`config.mk`:
```
export PLATFORM = sky130hd
export DESIGN_NAME = pipe_hazard_ctrl
export DESIGN_NICKNAME = d
export VERILOG_FILES = /design/src/rtl/pipe_pkg.sv /design/src/rtl/pipe_hazard_ctrl_fwd_sel.sv /design/src/rtl/pipe_hazard_ctrl.sv
export SDC_FILE = /design/constraint.sdc
export NUM_CORES = 1
export LEC_CHECK = 0
export CAP_MARGIN = 20
export CORE_MARGIN = 2
export CORE_UTILIZATION = 40
export CTS_BUF_LIST = sky130_fd_sc_hd__clkbuf_8
export CTS_CLUSTER_SIZE = 40
export DETAILED_ROUTE_END_ITERATION = 10
export HOLD_SLACK_MARGIN = 0.02
export PLACE_DENSITY = 0.69
export SLEW_MARGIN = 10
export SYNTH_ARGS = -nofsm -noshare
export SYNTH_HDL_FRONTEND = slang
export SYNTH_SLANG_ARGS = --single-unit
```
`constraint.sdc`:
```
create_clock -name clk -period 3.42 [get_ports clk]
set_clock_uncertainty 0.05 [all_clocks]
set_input_delay 1.026 -clock clk [delete_from_list [all_inputs] [get_ports clk]]
set_output_delay 1.026 -clock clk [all_outputs]
set_load 0.005 [all_outputs]
```
`src/rtl/pipe_pkg.sv`:
```
// Shared types for the pipeline hazard controller: FSM states, forwarding
// select encoding and the PC-aliased register index.
package pipe_pkg;

  typedef enum logic [0:0] {
    RUN     = 1'b0,
    BR_WAIT = 1'b1
  } state_t;

  typedef enum logic [1:0] {
    FWD_RF = 2'b00,
    FWD_W  = 2'b01,
    FWD_M  = 2'b10
  } fwd_t;

  localparam logic [3:0] PC_REG = 4'd15;

endpackage

```
`src/rtl/pipe_hazard_ctrl_fwd_sel.sv`:
```
// ALU operand forwarding select for one execute-stage source operand.
// Purely combinational; the memory-stage producer wins over writeback.
module fwd_sel
  import pipe_pkg::*;
#(
  parameter logic [3:0] PC_REG_IDX = PC_REG
) (
  input  logic [3:0] ra_e_i,
  input  logic       use_e_i,
  input  logic [3:0] wa3_m_i,
  input  logic       reg_write_m_i,
  input  logic [3:0] wa3_w_i,
  input  logic       reg_write_w_i,
  output fwd_t       sel_o
);

  always_comb begin
    sel_o = FWD_RF;
    // PC reads come from the PC path, never from a bypass.
    if (use_e_i && (ra_e_i != PC_REG_IDX)) begin
      if (reg_write_m_i && (wa3_m_i == ra_e_i)) begin
        sel_o = FWD_M;
      end else if (reg_write_w_i && (wa3_w_i == ra_e_i)) begin
        sel_o = FWD_W;
      end
    end
  end

endmodule

```
`src/rtl/pipe_hazard_ctrl.sv`:
```
// Stall/flush/forward controller: E-stage source copy, load-use detect,
// branch-wait FSM freezing fetch until PCSrcW, and a saturating stall counter.
module pipe_hazard_ctrl
  import pipe_pkg::*;
#(
  parameter int         CNT_W  = 16,
  parameter logic [3:0] PC_REG = 4'd15
) (
  input  logic             clk,
  input  logic             rst,
  input  logic [3:0]       ra1D,
  input  logic [3:0]       ra2D,
  input  logic             useRa1D,
  input  logic             useRa2D,
  input  logic             PCSrcD,
  input  logic             regWriteE,
  input  logic             memToRegE,
  input  logic [3:0]       WA3E,
  input  logic             regWriteM,
  input  logic [3:0]       WA3M,
  input  logic             regWriteW,
  input  logic             PCSrcW,
  input  logic [3:0]       WA3W,
  output logic             stallF,
  output logic             stallD,
  output logic             flushD,
  output logic             flushE,
  output logic [1:0]       fwdAE,
  output logic [1:0]       fwdBE,
  output logic             busy,
  output logic [CNT_W-1:0] stallCount
);

  state_t           state_q, state_d;
  logic [3:0]       ra1E_q, ra2E_q;
  logic             use1E_q, use2E_q;
  logic [CNT_W-1:0] stall_cnt_q, stall_cnt_d;
  logic             ld_stall;
  fwd_t             fwd_a, fwd_b;

  assign ld_stall = regWriteE && memToRegE &&
                    ((useRa1D && (WA3E == ra1D) && (ra1D != PC_REG)) ||
                     (useRa2D && (WA3E == ra2D) && (ra2D != PC_REG)));

  always_comb begin
    state_d = state_q;
    stallF  = 1'b0;
    stallD  = 1'b0;
    flushD  = 1'b0;
    flushE  = 1'b0;
    case (state_q)
      RUN: begin
        // PCSrcW drives the PC mux, so fetch must never be held that cycle.
        stallF = ld_stall && !PCSrcW;
        stallD = ld_stall;
        flushE = ld_stall;
        if (PCSrcD && !ld_stall) begin
          state_d = BR_WAIT;
        end
      end
      BR_WAIT: begin
        stallF = !PCSrcW;
        flushD = 1'b1;
        if (PCSrcW) begin
          state_d = RUN;
        end
      end
      default: state_d = RUN;
    endcase
  end

  always_comb begin
    stall_cnt_d = stall_cnt_q;
    if (stallF && (stall_cnt_q != {CNT_W{1'b1}})) begin
      stall_cnt_d = stall_cnt_q + CNT_W'(1);
    end
  end

  always_ff @(posedge clk) begin
    if (rst) begin
      state_q     <= RUN;
      ra1E_q      <= 4'd0;
      ra2E_q      <= 4'd0;
      use1E_q     <= 1'b0;
      use2E_q     <= 1'b0;
      stall_cnt_q <= '0;
    end else begin
      state_q     <= state_d;
      stall_cnt_q <= stall_cnt_d;
      // A bubble only drops the read enables; stale addresses are harmless.
      if (flushE) begin
        use1E_q <= 1'b0;
        use2E_q <= 1'b0;
      end else begin
        ra1E_q  <= ra1D;
        ra2E_q  <= ra2D;
        use1E_q <= useRa1D;
        use2E_q <= useRa2D;
      end
    end
  end

  fwd_sel #(.PC_REG_IDX(PC_REG)) u_fwd_a (
    .ra_e_i       (ra1E_q),
    .use_e_i      (use1E_q),
    .wa3_m_i      (WA3M),
    .reg_write_m_i(regWriteM),
    .wa3_w_i      (WA3W),
    .reg_write_w_i(regWriteW),
    .sel_o        (fwd_a)
  );

  fwd_sel #(.PC_REG_IDX(PC_REG)) u_fwd_b (
    .ra_e_i       (ra2E_q),
    .use_e_i      (use2E_q),
    .wa3_m_i      (WA3M),
    .reg_write_m_i(regWriteM),
    .wa3_w_i      (WA3W),
    .reg_write_w_i(regWriteW),
    .sel_o        (fwd_b)
  );

  assign fwdAE      = fwd_a;
  assign fwdBE      = fwd_b;
  assign busy       = (state_q != RUN);
  assign stallCount = stall_cnt_q;

endmodule

```
==> impl_metrics.py <==
metrics = {
    "timing": {
        "fin_crit_ns": 3.37,
        "setup_viol": 0,
        "slew_violations": 0,
        "rsz0062_at_grt": "no",
        "worstMarginPinSlew_ns": 0.700,
        "slew_headroom_pct": 53.2,
        "fin_crit_sh_pct": 98.6,
        "hold_violations": 0,
        "timing.fmax_mhz": 297,
    },
    "grt": {
        "antenna_found_initial": 0,
        "grt_max_degree": 20,
        "grt_pass1_vias": 1451,
        "gr-total-overflow": 0,
        "grt_pass1_wl_mm": 6.46,
        "track_usage_pct": 18.6,
    },
    "route": {
        "drt_iter0_drc": 66,
        "drt.antenna.violating_nets": 0,
        "vias_per_cell": 5.36,
        "via_count": 1597,
        "drc": 0,
        "routedWlPerCell_um": 13.5,
        "wl_mm": 4.02,
        "dr.pass1.iters": 4,
    },
    "finish": {
        "nNetsFinal": 282,
        "stdcell_count": 298,
        "areaGrowthSynthToFinish_pct": 42.2,
        "fin_area_mm2": 0.00226,
        "final_common_cell": "clkdlybuf4s50_1",
        "diodes": 0,
        "drive_above_1_share_pct": 18.8,
        "final_cell_mix": "28 x clkdlybuf4s50_1, 27 x dfxtp_1, 22 x nor2_1, 17 x xnor2_1, 14 x buf_4",
    },
    "clock_network": {
        "postCtsHoldBufs": 0,
        "cts_tree": "built",
        "cts.sinks": 27,
        "cts_root_buffer": "clkbuf_8",
        "path_clk_slew_ns": 0.10,
        "clk_path_buf_depth": 2,
        "cts_buffers": 3,
        "clk_latency_ns": 0.27,
        "htree_levels": 1,
    },
    "placement": {
        "placed_area_mm2": 0.00221,
        "place_hpwl_mm": 2.99,
        "placed_cells": 290,
        "gp_congestion": 0.800,
        "io_buffers": 54,
    },
    "synthesis": {
        "syn_inst": 187,
        "synthesis.area_mm2": 0.00159,
        "syn_nets": 218,
        "synth_cell_types": 39,
        "yosysSeqAreaShare_pct": 34.0,
        "synth-seq-cells": 27,
        "yosys_warnings": 0,
        "syn_avg_cell_area_um2": 8.50,
    },
    "pwr": {
        "ir_worst_vdd_uv": 161,
        "p_total_uw": 628,
        "powerDensity_mw_per_mm2": 278,
        "power.leakage_nw": 0.842,
    },
    "hold_path": {
        "min_path_type": "reg -> reg",
        "hold_depth": 2,
    },
    "critical_path": {
        "required_ns": 2.34,
        "cp-start-kind": "primary input",
        "worst_setup_path_end_kind": "output port",
        "rr_worst_depth": 7,
        "arrival_ns": 2.30,
        "max_stage_delay_ns": 0.33,
        "worstSetupPathType": "in -> out",
        "r2r_setup_slack_ns": 1.40,
        "timing.critical_path.cells": "dlygate4sd2_1, and2_1, a21oi_1, o22a_2, o31a_1, inv_2, clkdlybuf4s15_2",
        "cpMaxStageDelayCell": "o31a_1",
        "worstPathMaxFanout": 3,
    },
    "run_status": {
        "outcome": "complete, no violations",
    },
    "floorplan": {
        "pin_count": 55,
        "fp.coreArea_mm2": 0.00374,
        "start_util_pct": 42.4,
        "rows": 22,
        "die_area_mm2": 0.00449,
        "die_x_um": 67.0,
        "die_height_um": 67.0,
    },
    "run": {
        "maxCapViolations": 0,
    },
}
## final cells by class
type,count,area [um2]
Clock buffer,3,41.3
Clock inverter,1,5.00
Fill cell,360,1480
Inverter,2,7.51
Multi-Input combinational cell,149,1030
Sequential cell,27,541
Tap cell,48,60.1
Timing Repair Buffer,68,574
## registers in the layout, indices dropped and copies added (netlist names)
signal and cells:
stallCount 16, ra2E_q 4, ra1E_q 4, use2E_q 1, use1E_q 1, busy 1
## cell usage after synthesis
library cell,count,area share [%]
mux2_2,6,4.3
buf_6,2,1.4
o21ai_0,3,0.94
nand2b_1,2,0.79
a311oi_1,1,0.55
nand3b_1,2,0.94
nor3b_1,2,0.94
inv_2,1,0.24
dfxtp_1,27,34
nor2b_1,7,2.8
nor4b_1,1,0.55
nor3_1,10,3.1
nor4_1,5,2.0
nor2_1,22,5.2
o21ba_2,1,0.63
o31ai_1,2,0.94
ha_1,1,0.79
and4_1,1,0.55
or4_1,2,0.94
xnor2_1,17,9.4
nand4_1,9,3.5
and4b_1,1,0.63
clkbuf_1,3,0.71
or3_1,2,0.79
nand3_1,11,3.5
mux2i_1,8,5.0
buf_4,2,0.94
inv_1,1,0.24
buf_2,2,0.63
o31a_1,2,1.1
and3_1,3,1.2
a21oi_1,10,3.1
and2_1,1,0.39
o41ai_1,1,0.55
o22a_1,1,0.55
a41oi_1,1,0.55
nand2_1,7,1.7
xor2_1,6,3.3
a41o_1,1,0.63
## worst max-delay path: cells and delay by family
kind / cells / cell delay, ns
AOI/OAI and AO/OA: 3 / 0.63
and+or+nand+nor: 1 / 0.13
buffers and inverters: 3 / 0.50
## metrics by stage
stage | setup TNS, ns | utilization (%) | hold slack [ns] | setup WS, ns
after detailed placement | -3.34 | 59.1 | 0.448 | -0.589
after floorplan | 0 | - | 0.433 | 0.185
after global placement | -3.04 | 59.1 | 0.452 | -0.566
after global routing | 0 | 60.4 | 0.507 | 0.00272
final | 0 | 60.4 | 0.470 | 0.0487
after CTS | -0.0386 | 60.7 | 0.467 | -0.0386
## metal layers
metal | up-vias | wire length, um | GRT usage, %
met4 | 0 | 20 | 5.36
met1 | 758 | 1910 | 26.0
met3 | 2 | 167 | 2.20
met5 | - | 0 | 0
met2 | 33 | 1920 | 30.0
li1 | 804 | - | -
## worst paths after layout
path | from | end
worst max-delay path | ra1D[0] | stallF
worst min-delay path | stallCount[8] | stallCount[8]
worst max register to register | stallCount[2] | stallCount[10]
worst min register to register | stallCount[8] | stallCount[8]
## where the power goes
part           internal [mW]  switching [mW]
registers              0.323          0.0121
clock network         0.0815          0.0984
logic                 0.0629          0.0508
## repair_timing
| action | in CTS | in global routing |
|---|---|---|
| pin swaps | 11 | 15 |
| buffers inserted | 4 | 1 |
| gates cloned | 0 | 0 |
| endpoints found under the setup margin | 7 | 5 |
| gates resized for setup | 33 | 31 |
## cells by family (layout without fill, tap and decap cells)
logic type	count (synthesis)	after routing	share of synthesized area (%)
buffers and inverters	11	74	4.17
adders and majority gates	1	1	0.787
DFF	27	27	34.0
xor gates and xnor gates	23	23	12.7
muxes	14	14	9.29
AOI/OAI and AO/OA	23	23	9.61
and+or+nand+nor	88	88	29.4
No activity file was read; power rests on OpenSTA's default activity.
